## src/rtl/pc_control_unit.sv

```systemverilog
// Program-counter control: next-PC selection, redirect counter and an optional
// circular return-address stack, compiled in by defining PC_CTRL_RAS_EN.
module pc_control_unit #(
  parameter int unsigned         ADDR_W    = 32,
  parameter logic [ADDR_W-1:0]   RESET_PC  = '0,
  parameter int unsigned         RAS_DEPTH = 4
) (
  input  logic              clk,
  input  logic              rst,
  input  logic              stall,
  input  logic              jump,
  input  logic              jump_reg,
  input  logic              branch,
  input  logic [1:0]        br_cond,
  input  logic              zeroFlag,
  input  logic              ltFlag,
  input  logic              call,
  input  logic              ret,
  input  logic [ADDR_W-1:0] imm,
  input  logic [ADDR_W-1:0] jump_target,
  input  logic [ADDR_W-1:0] reg_target,
  output logic [ADDR_W-1:0] pc,
  output logic [ADDR_W-1:0] pc_plus4,
  output logic [1:0]        pc_sel,
  output logic [15:0]       redirect_cnt,
  output logic              ras_empty,
  output logic              ras_full
);

  logic [ADDR_W-1:0] r_pc;
  logic [15:0]       r_redirect_cnt;
  logic [ADDR_W-1:0] w_pc_plus4;
  logic [ADDR_W-1:0] w_target;
  logic [ADDR_W-1:0] w_next_pc;
  logic [ADDR_W-1:0] w_ret_target;
  logic [1:0]        w_pc_sel;
  logic              w_cond;
  logic              w_br_taken;
  logic              w_ret_sel;
  logic              w_ras_empty;
  logic              w_ras_full;

  assign w_pc_plus4 = r_pc + ADDR_W'(4);

  always_comb begin
    w_cond = 1'b0;
    unique case (br_cond)
      2'b00: w_cond = zeroFlag;
      2'b01: w_cond = ~zeroFlag;
      2'b10: w_cond = ltFlag;
      2'b11: w_cond = ~ltFlag;
      default: w_cond = 1'b0;
    endcase
  end

  assign w_br_taken = branch & w_cond;
  // A ret only acts (and pops) when neither jump form outranks it.
  assign w_ret_sel  = ret & ~jump & ~jump_reg;

  always_comb begin
    w_pc_sel = 2'b00;
    w_target = w_pc_plus4;
    if (jump) begin
      w_pc_sel = 2'b10;
      w_target = jump_target;
    end else if (jump_reg) begin
      w_pc_sel = 2'b11;
      w_target = reg_target;
    end else if (ret) begin
      w_pc_sel = 2'b11;
      w_target = w_ret_target;
    end else if (w_br_taken) begin
      w_pc_sel = 2'b01;
      w_target = r_pc + imm;
    end
  end

  assign w_next_pc = {w_target[ADDR_W-1:2], 2'b00};

  always_ff @(posedge clk) begin
    if (rst) begin
      r_pc           <= RESET_PC;
      r_redirect_cnt <= '0;
    end else if (!stall) begin
      r_pc <= w_next_pc;
      if (w_pc_sel != 2'b00 && r_redirect_cnt != 16'hFFFF) begin
        r_redirect_cnt <= r_redirect_cnt + 16'd1;
      end
    end
  end

`ifdef PC_CTRL_RAS_EN
  localparam int unsigned PtrW = $clog2(RAS_DEPTH);
  localparam int unsigned CntW = $clog2(RAS_DEPTH + 1);

  logic [ADDR_W-1:0] r_stack [RAS_DEPTH];
  logic [PtrW-1:0]   r_sp;
  logic [CntW-1:0]   r_cnt;
  logic [PtrW-1:0]   w_top_idx;

  // r_sp addresses the next free slot; once full it also addresses the oldest entry.
  assign w_top_idx    = r_sp - PtrW'(1);
  assign w_ras_empty  = (r_cnt == '0);
  assign w_ras_full   = (r_cnt == CntW'(RAS_DEPTH));
  assign w_ret_target = w_ras_empty ? reg_target : r_stack[w_top_idx];

  always_ff @(posedge clk) begin
    if (rst) begin
      r_sp  <= '0;
      r_cnt <= '0;
      for (int i = 0; i < RAS_DEPTH; i++) begin
        r_stack[i] <= '0;
      end
    end else if (!stall) begin
      if (call && w_ret_sel && !w_ras_empty) begin
        r_stack[w_top_idx] <= w_pc_plus4;
      end else if (call) begin
        r_stack[r_sp] <= w_pc_plus4;
        r_sp          <= r_sp + PtrW'(1);
        if (!w_ras_full) begin
          r_cnt <= r_cnt + CntW'(1);
        end
      end else if (w_ret_sel && !w_ras_empty) begin
        r_sp  <= w_top_idx;
        r_cnt <= r_cnt - CntW'(1);
      end
    end
  end
`else
  logic w_unused_call;

  assign w_unused_call = call;
  assign w_ras_empty   = 1'b1;
  assign w_ras_full    = 1'b0;
  assign w_ret_target  = reg_target;
`endif

  assign pc           = r_pc;
  assign pc_plus4     = w_pc_plus4;
  assign pc_sel       = w_pc_sel;
  assign redirect_cnt = r_redirect_cnt;
  assign ras_empty    = w_ras_empty;
  assign ras_full     = w_ras_full;

endmodule

```

## config.mk

```make
export PLATFORM = sky130hd
export DESIGN_NAME = pc_control_unit
export DESIGN_NICKNAME = d
export VERILOG_FILES = /design/src/rtl/pc_control_unit.sv
export SDC_FILE = /design/constraint.sdc
export NUM_CORES = 1
export LEC_CHECK = 0
export CORE_ASPECT_RATIO = 0.8
export CORE_MARGIN = 10
export CORE_UTILIZATION = 40
export DETAILED_ROUTE_END_ITERATION = 10
export MAX_ROUTING_LAYER = met4
export PLACE_DENSITY = 0.8
export SKIP_LAST_GASP = 1
export SYNTH_ARGS = -nofsm -noshare
export SYNTH_HDL_FRONTEND = slang
export SYNTH_SLANG_ARGS = --single-unit
export TNS_END_PERCENT = 10
```

## constraint.sdc

```tcl
create_clock -name clk -period 7.7 [get_ports clk]
set_input_delay 0.77 -clock clk [delete_from_list [all_inputs] [get_ports clk]]
set_output_delay 0.77 -clock clk [all_outputs]
set_load 0.01 [all_outputs]
```

==> flow_metrics.py, run 1 <==
metrics = {
    "setup_path": {
        "cpPeakStageDelay_ps": 590,
        "path_buf_inv": 1,
        "path_delay_family": "simple AND/OR/NAND/NOR gates",
        "crit_arrival_ps": 3010,
        "end_kind": "output pin",
        "path_cells": "ha_1 > and3_1 > and2_1 > nand2_1 > nor2_1 > and4_1 > xor2_1 > clkdlybuf4s50_1",
        "rrSetupSlack_ps": 4820,
        "cp-start-kind": "flop",
        "critPathRequiredTime_ps": 6930,
        "cp_max_fo": 7,
        "path_class": "reg -> out",
        "crit_slowest_cell": "clkdlybuf4s50_1",
    },
    "logic_synthesis": {
        "synth_flop_cell": "dfxtp_1",
        "synthArstFlopShare_pct": 0,
        "synth_cell_types": 81,
        "yosysTopAreaCellShare_pct": 18.6,
        "synth_cells": 658,
        "synth_top_cells_by_area": "dfxtp_1 19%, ha_1 7.8%, nor2_1 6.7%",
        "ys_seq_elements": 46,
        "synth_commonest_cells": "88 x nor2_1, 61 x nand2_1, 55 x a21oi_1",
        "avgSynthCellArea_um2": 7.54,
        "synth_top_cell_by_area": "dfxtp_1",
        "synth.most_common_cell": "nor2_1",
        "yosysWarnings": 0,
        "syn_area_um2": 4960,
        "synth_edf_count": 0,
        "seq_area_frac_synth_pct": 18.6,
    },
    "worst_hold_path": {
        "hp-class": "reg -> reg",
    },
    "final_layout": {
        "drive_above_1_share_pct": 5.90,
        "nNetsFinal": 953,
        "final_core_util_pct": 56.7,
        "final_area_um2": 6890,
        "area_growth_pct": 38.9,
    },
    "drt": {
        "route.detailed.drc": 0,
        "routed.top_layer": "met4",
        "drtIter0Drc": 538,
        "ant_nets": 0,
        "dr.pass1.iters": 5,
        "wl_per_cell_um": 20.1,
        "routed_wl_um": 19400,
        "vias": 5622,
        "vias_per_cell": 5.81,
        "wl_met3_um": 2000,
        "met1_length_um": 8620,
        "dr_wl_met2_um": 8640,
    },
    "placement": {
        "dp_slack_ps": 3960,
        "place_area_um2": 6740,
        "place.port_buffers": 178,
        "hpwl_um": 14800,
        "place.gp.congestion": 0.919,
    },
    "clock_network": {
        "post-cts-setup-buffer-count": 0,
        "clock-sinks": 46,
        "cts_tree": "built",
        "clockBufferDepth": 2,
        "cts_made_buffers": 5,
        "cts_root_buf": "clkbuf_16",
        "cts_hold_buffers": 0,
        "htree_levels": 2,
        "clk_latency_ps": 300,
        "clk_pin_slew_ps": 80,
        "cts_resized": 0,
    },
    "global_route": {
        "track_usage_pct": 22.0,
        "grt_pass1_vias": 5633,
        "grt_pass1_wl_um": 30000,
        "overflow": 0,
        "grt_max_degree": 43,
        "antenna_found_initial": 1,
    },
    "die": {
        "die_y_um": 120,
        "initial_core_util_pct": 40.8,
        "die_width_um": 145,
        "coreArea_um2": 12200,
        "io_pins": 192,
        "rows": 36,
        "dieArea_um2": 17300,
    },
    "power": {
        "cellPowerDensity_nw_per_um2": 128,
        "irDropWorstVdd_mv": 0.0897,
        "p_leak_nw": 2.74,
    },
    "timing": {
        "fin_ws_ps": 3920,
        "rsz0062_at_grt": "no",
        "setup_viol": 0,
        "worst_pin_slew_ps": 825,
        "fin_crit_ps": 3780,
        "slew_violations": 0,
        "finalHoldWorstSlack_ps": 541,
        "period_share_pct": 49.0,
        "slew_headroom_pct": 44.3,
        "finalHoldViolCount": 0,
        "finalClockSkew_ps": 4.67,
        "max_freq_mhz": 265,
        "fin_tns_setup_ps": 0,
    },
    "run": {
        "maxCapViolCount": 0,
    },
    "status": {
        "status": "finished clean",
    },
}
-- registers in the layout (all words and copies together) (netlist names) --
| name | flops |
|---|---|
| pc | 30 |
| redirect_cnt | 16 |
-- cell usage in the layout, fill, tap and decap left out, types with 9 or more instances in the layout --
| cell | n |
|---|---|
| clkdlybuf4s50_1 | 177 |
| nor2_1 | 87 |
| nand2_1 | 61 |
| a21oi_1 | 55 |
| dfxtp_1 | 46 |
| xnor2_1 | 33 |
| ha_1 | 31 |
| xor2_1 | 30 |
| o21ai_0 | 30 |
| nand3_1 | 22 |
| a211oi_1 | 19 |
| and3_1 | 17 |
| nor3_1 | 14 |
| inv_1 | 13 |
| nand4_1 | 12 |
| a21o_1 | 11 |
| a221oi_1 | 9 |
-- final timing paths --
| check | start | to | cells past startpoint |
|---|---|---|---|
| max | pc[3] | pc_plus4[30] | 8 |
| min reg2reg | redirect_cnt[5] | redirect_cnt[5] | 2 |
| min | redirect_cnt[5] | redirect_cnt[5] | 2 |
| max reg2reg | pc[2] | pc[24] | 10 |
-- where the power goes --
group / switching [W] / internal (W) / total, W
registers: 0.0000246 / 0.000251 / 0.000275
clock network: 0.000113 / 0.000122 / 0.000235
logic: 0.000191 / 0.000181 / 0.000372
-- layer usage --
metal  up-vias  global-route usage, %
li1       2722                      -
met1      2642                   28.4
met2       245                   34.4
met3        13                   6.19
met4         0                   3.22
met5         -                      -
-- logic make-up after synthesis --
group                    after synthesis  share of synthesized area (%)
adder cells (fa/ha/maj)               32                           8.22
buffers and inverters                 53                           6.05
other                                  2                          0.151
AND/OR/NAND/NOR                      255                           25.3
AO/OA/AOI/OAI                        199                           28.8
multiplexers                           7                           1.44
XOR/XNOR                              64                           11.5
flip-flops                            46                           18.6
-- metrics by stage --
step           std cells  total power (W)
6_report             967         0.000882
5_1_grt              967         0.000923
4_1_cts              966         0.000879
3_5_place_dp         958         0.000646
3_3_place_gp         958         0.000643
2_1_floorplan        662         0.000494
-- worst register-to-register path: cells and delay by family, from the launching register on --
family	cells	cell delay, ps
AO/OA/AOI/OAI	5	1260
adder cells (fa/ha/maj)	2	660
flip-flops	1	390
multiplexers	1	250
AND/OR/NAND/NOR	2	270
-- layout make-up --
type / instances / area [um2]
clock buffer: 5 / 125
inverter: 13 / 48.8
timing repair buffer: 184 / 1820
antenna: 1 / 2.50
clock inverter: 3 / 23.8
tap: 152 / 190
multi-input combinational: 563 / 3760
fill: 1156 / 5270
sequential: 46 / 921
(Power assumes the default switching activity.)
==> inputs of run 2 (changes only) <==
--- a/config.mk
+++ b/config.mk
@@ -10,7 +10,7 @@
 export CORE_UTILIZATION = 40
 export DETAILED_ROUTE_END_ITERATION = 10
 export MAX_ROUTING_LAYER = met4
-export PLACE_DENSITY = 0.8
+export PLACE_DENSITY = 0.83
 export SKIP_LAST_GASP = 1
 export SYNTH_ARGS = -nofsm -noshare
 export SYNTH_HDL_FRONTEND = slang
==> constraint.sdc (replaced) <==
create_clock -name clk -period 3.3 [get_ports clk]
set_input_delay 0.33 -clock clk [delete_from_list [all_inputs] [get_ports clk]]
set_output_delay 0.33 -clock clk [all_outputs]
set_load 0.01 [all_outputs]
==> flow_metrics.py, run 2 (same netlist as run 1, synthesis figures left out) <==
metrics = {
    "drt": {
        "wl_met3_um": 1910,
        "vias": 5699,
        "dr.pass1.iters": 5,
        "routed_wl_um": 19100,
        "drtIter0Drc": 502,
        "dr_wl_met2_um": 8660,
        "ant_nets": 0,
        "vias_per_cell": 5.83,
        "route.detailed.drc": 0,
        "met1_length_um": 8280,
        "routed.top_layer": "met4",
        "wl_per_cell_um": 19.6,
    },
    "timing": {
        "finalClockSkew_ps": 7.69,
        "setup_viol": 0,
        "slew_headroom_pct": 51.3,
        "finalHoldViolCount": 0,
        "worst_pin_slew_ps": 729,
        "rsz0062_at_grt": "no",
        "finalHoldWorstSlack_ps": 511,
        "period_share_pct": 94.2,
        "slew_violations": 0,
        "fin_ws_ps": 193,
        "fin_tns_setup_ps": 0,
        "max_freq_mhz": 322,
        "fin_crit_ps": 3110,
    },
    "placement": {
        "place_area_um2": 6810,
        "hpwl_um": 15000,
        "place_inst": 968,
        "place.gp.congestion": 0.954,
        "dp_slack_ps": 196,
        "place.port_buffers": 178,
    },
    "clock_network": {
        "cts_root_buf": "clkbuf_16",
        "clockBufferDepth": 2,
        "clock-sinks": 46,
        "cts_made_buffers": 5,
        "post-cts-setup-buffer-count": 0,
        "htree_levels": 2,
        "cts_resized": 0,
        "clk_latency_ps": 300,
        "cts_tree": "built",
        "cts_hold_buffers": 0,
        "clk_pin_slew_ps": 70,
    },
    "final_layout": {
        "layout_commonest_cell": "clkdlybuf4s50_1",
        "stdcell_count": 977,
        "final_area_um2": 6970,
        "drive_above_1_share_pct": 7.04,
        "nNetsFinal": 963,
        "nFillCells": 1132,
        "ff_latch_area_um2": 921,
        "area_growth_pct": 40.4,
        "largest_reg_flops": 30,
        "multiInputGateArea_um2": 3760,
        "layout_common_cells": "177 x clkdlybuf4s50_1, 87 x nor2_1, 61 x nand2_1",
    },
    "die": {
        "rows": 36,
        "coreArea_um2": 12200,
        "die_y_um": 120,
        "dieArea_um2": 17300,
        "io_pins": 192,
        "die_width_um": 145,
        "initial_core_util_pct": 40.8,
    },
    "setup_path": {
        "r2r-start": "pc[2]",
        "rrSetupSlack_ps": 440,
        "cp_max_fo": 7,
        "crit_arrival_ps": 2780,
        "path_class": "reg -> out",
        "ff2ff_path_depth": 11,
        "r2r-end": "pc[14]",
        "end_kind": "output pin",
        "critPathRequiredTime_ps": 2970,
        "cp-start-kind": "flop",
    },
    "worst_hold_path": {
        "holdPathEnd": "redirect_cnt[5]",
        "worstHoldStart": "redirect_cnt[5]",
        "holdPathStages": 2,
        "hp-class": "reg -> reg",
    },
    "global_route": {
        "grt_max_degree": 38,
        "track_usage_pct": 21.8,
        "grt_pass1_vias": 5586,
        "antenna_found_initial": 1,
        "overflow": 0,
        "grt_pass1_wl_um": 29600,
    },
    "status": {
        "status": "finished clean",
    },
    "power": {
        "p_leak_nw": 2.79,
        "irDropWorstVdd_mv": 0.218,
        "cellPowerDensity_nw_per_um2": 296,
    },
    "run": {
        "maxCapViolCount": 0,
    },
}
==> run 2: worst max-delay path, stage by stage (launching register included) <==
cell and delay, ps:
dfxtp_1 490, ha_1 250, and3_1 270, and2_1 210, nand2_1 90, nor2_1 160
and4_1 220, xor2_1 190, clkdlybuf4s50_1 570
==> run 2: metal layers <==
metal,vias up,GRT usage (%)
met5,-,-
li1,2738,-
met2,271,33.8
met1,2669,27.9
met4,0,5.11
met3,21,5.40
==> run 2: report_power, final <==
| group | switching, W | leakage [nW] | internal, W | total (W) |
|---|---|---|---|---|
| clock | 0.000253 | 0.0704 | 0.000286 | 0.000539 |
| sequential | 0.0000531 | 0.377 | 0.000585 | 0.000638 |
| combinational | 0.000452 | 2.34 | 0.000432 | 0.000884 |
| total | 0.000759 | 2.79 | 0.00130 | 0.00206 |
==> run 2: layout make-up <==
cell class	instances	share of cell area, %
antenna	1	0.0359
clock buffer	5	1.80
clock inverter	3	0.359
inverter	13	0.700
multi-input combinational	563	53.9
sequential	46	13.2
tap	152	2.73
timing repair buffer	194	27.2
==> run 2: worst max-delay path by stage <==
| stage | from | endpoint | depth (start not counted) |
|---|---|---|---|
| after floorplan | pc[2] | pc[18] | 10 |
| after global placement | imm[2] | pc[28] | 11 |
| after detailed placement | imm[2] | pc[28] | 11 |
| after CTS | pc[3] | pc_plus4[30] | 8 |
| after global routing | pc[3] | pc_plus4[30] | 8 |
| final | pc[3] | pc_plus4[30] | 8 |
==> run 2: stage by stage <==
stage / utilization (%) / total power [W]
CTS: 57.3 / 0.00206
global route: 57.3 / 0.00217
detailed placement: 56.0 / 0.00152
floorplan: - / 0.00115
finish: 57.3 / 0.00206
global placement: 56.0 / 0.00151
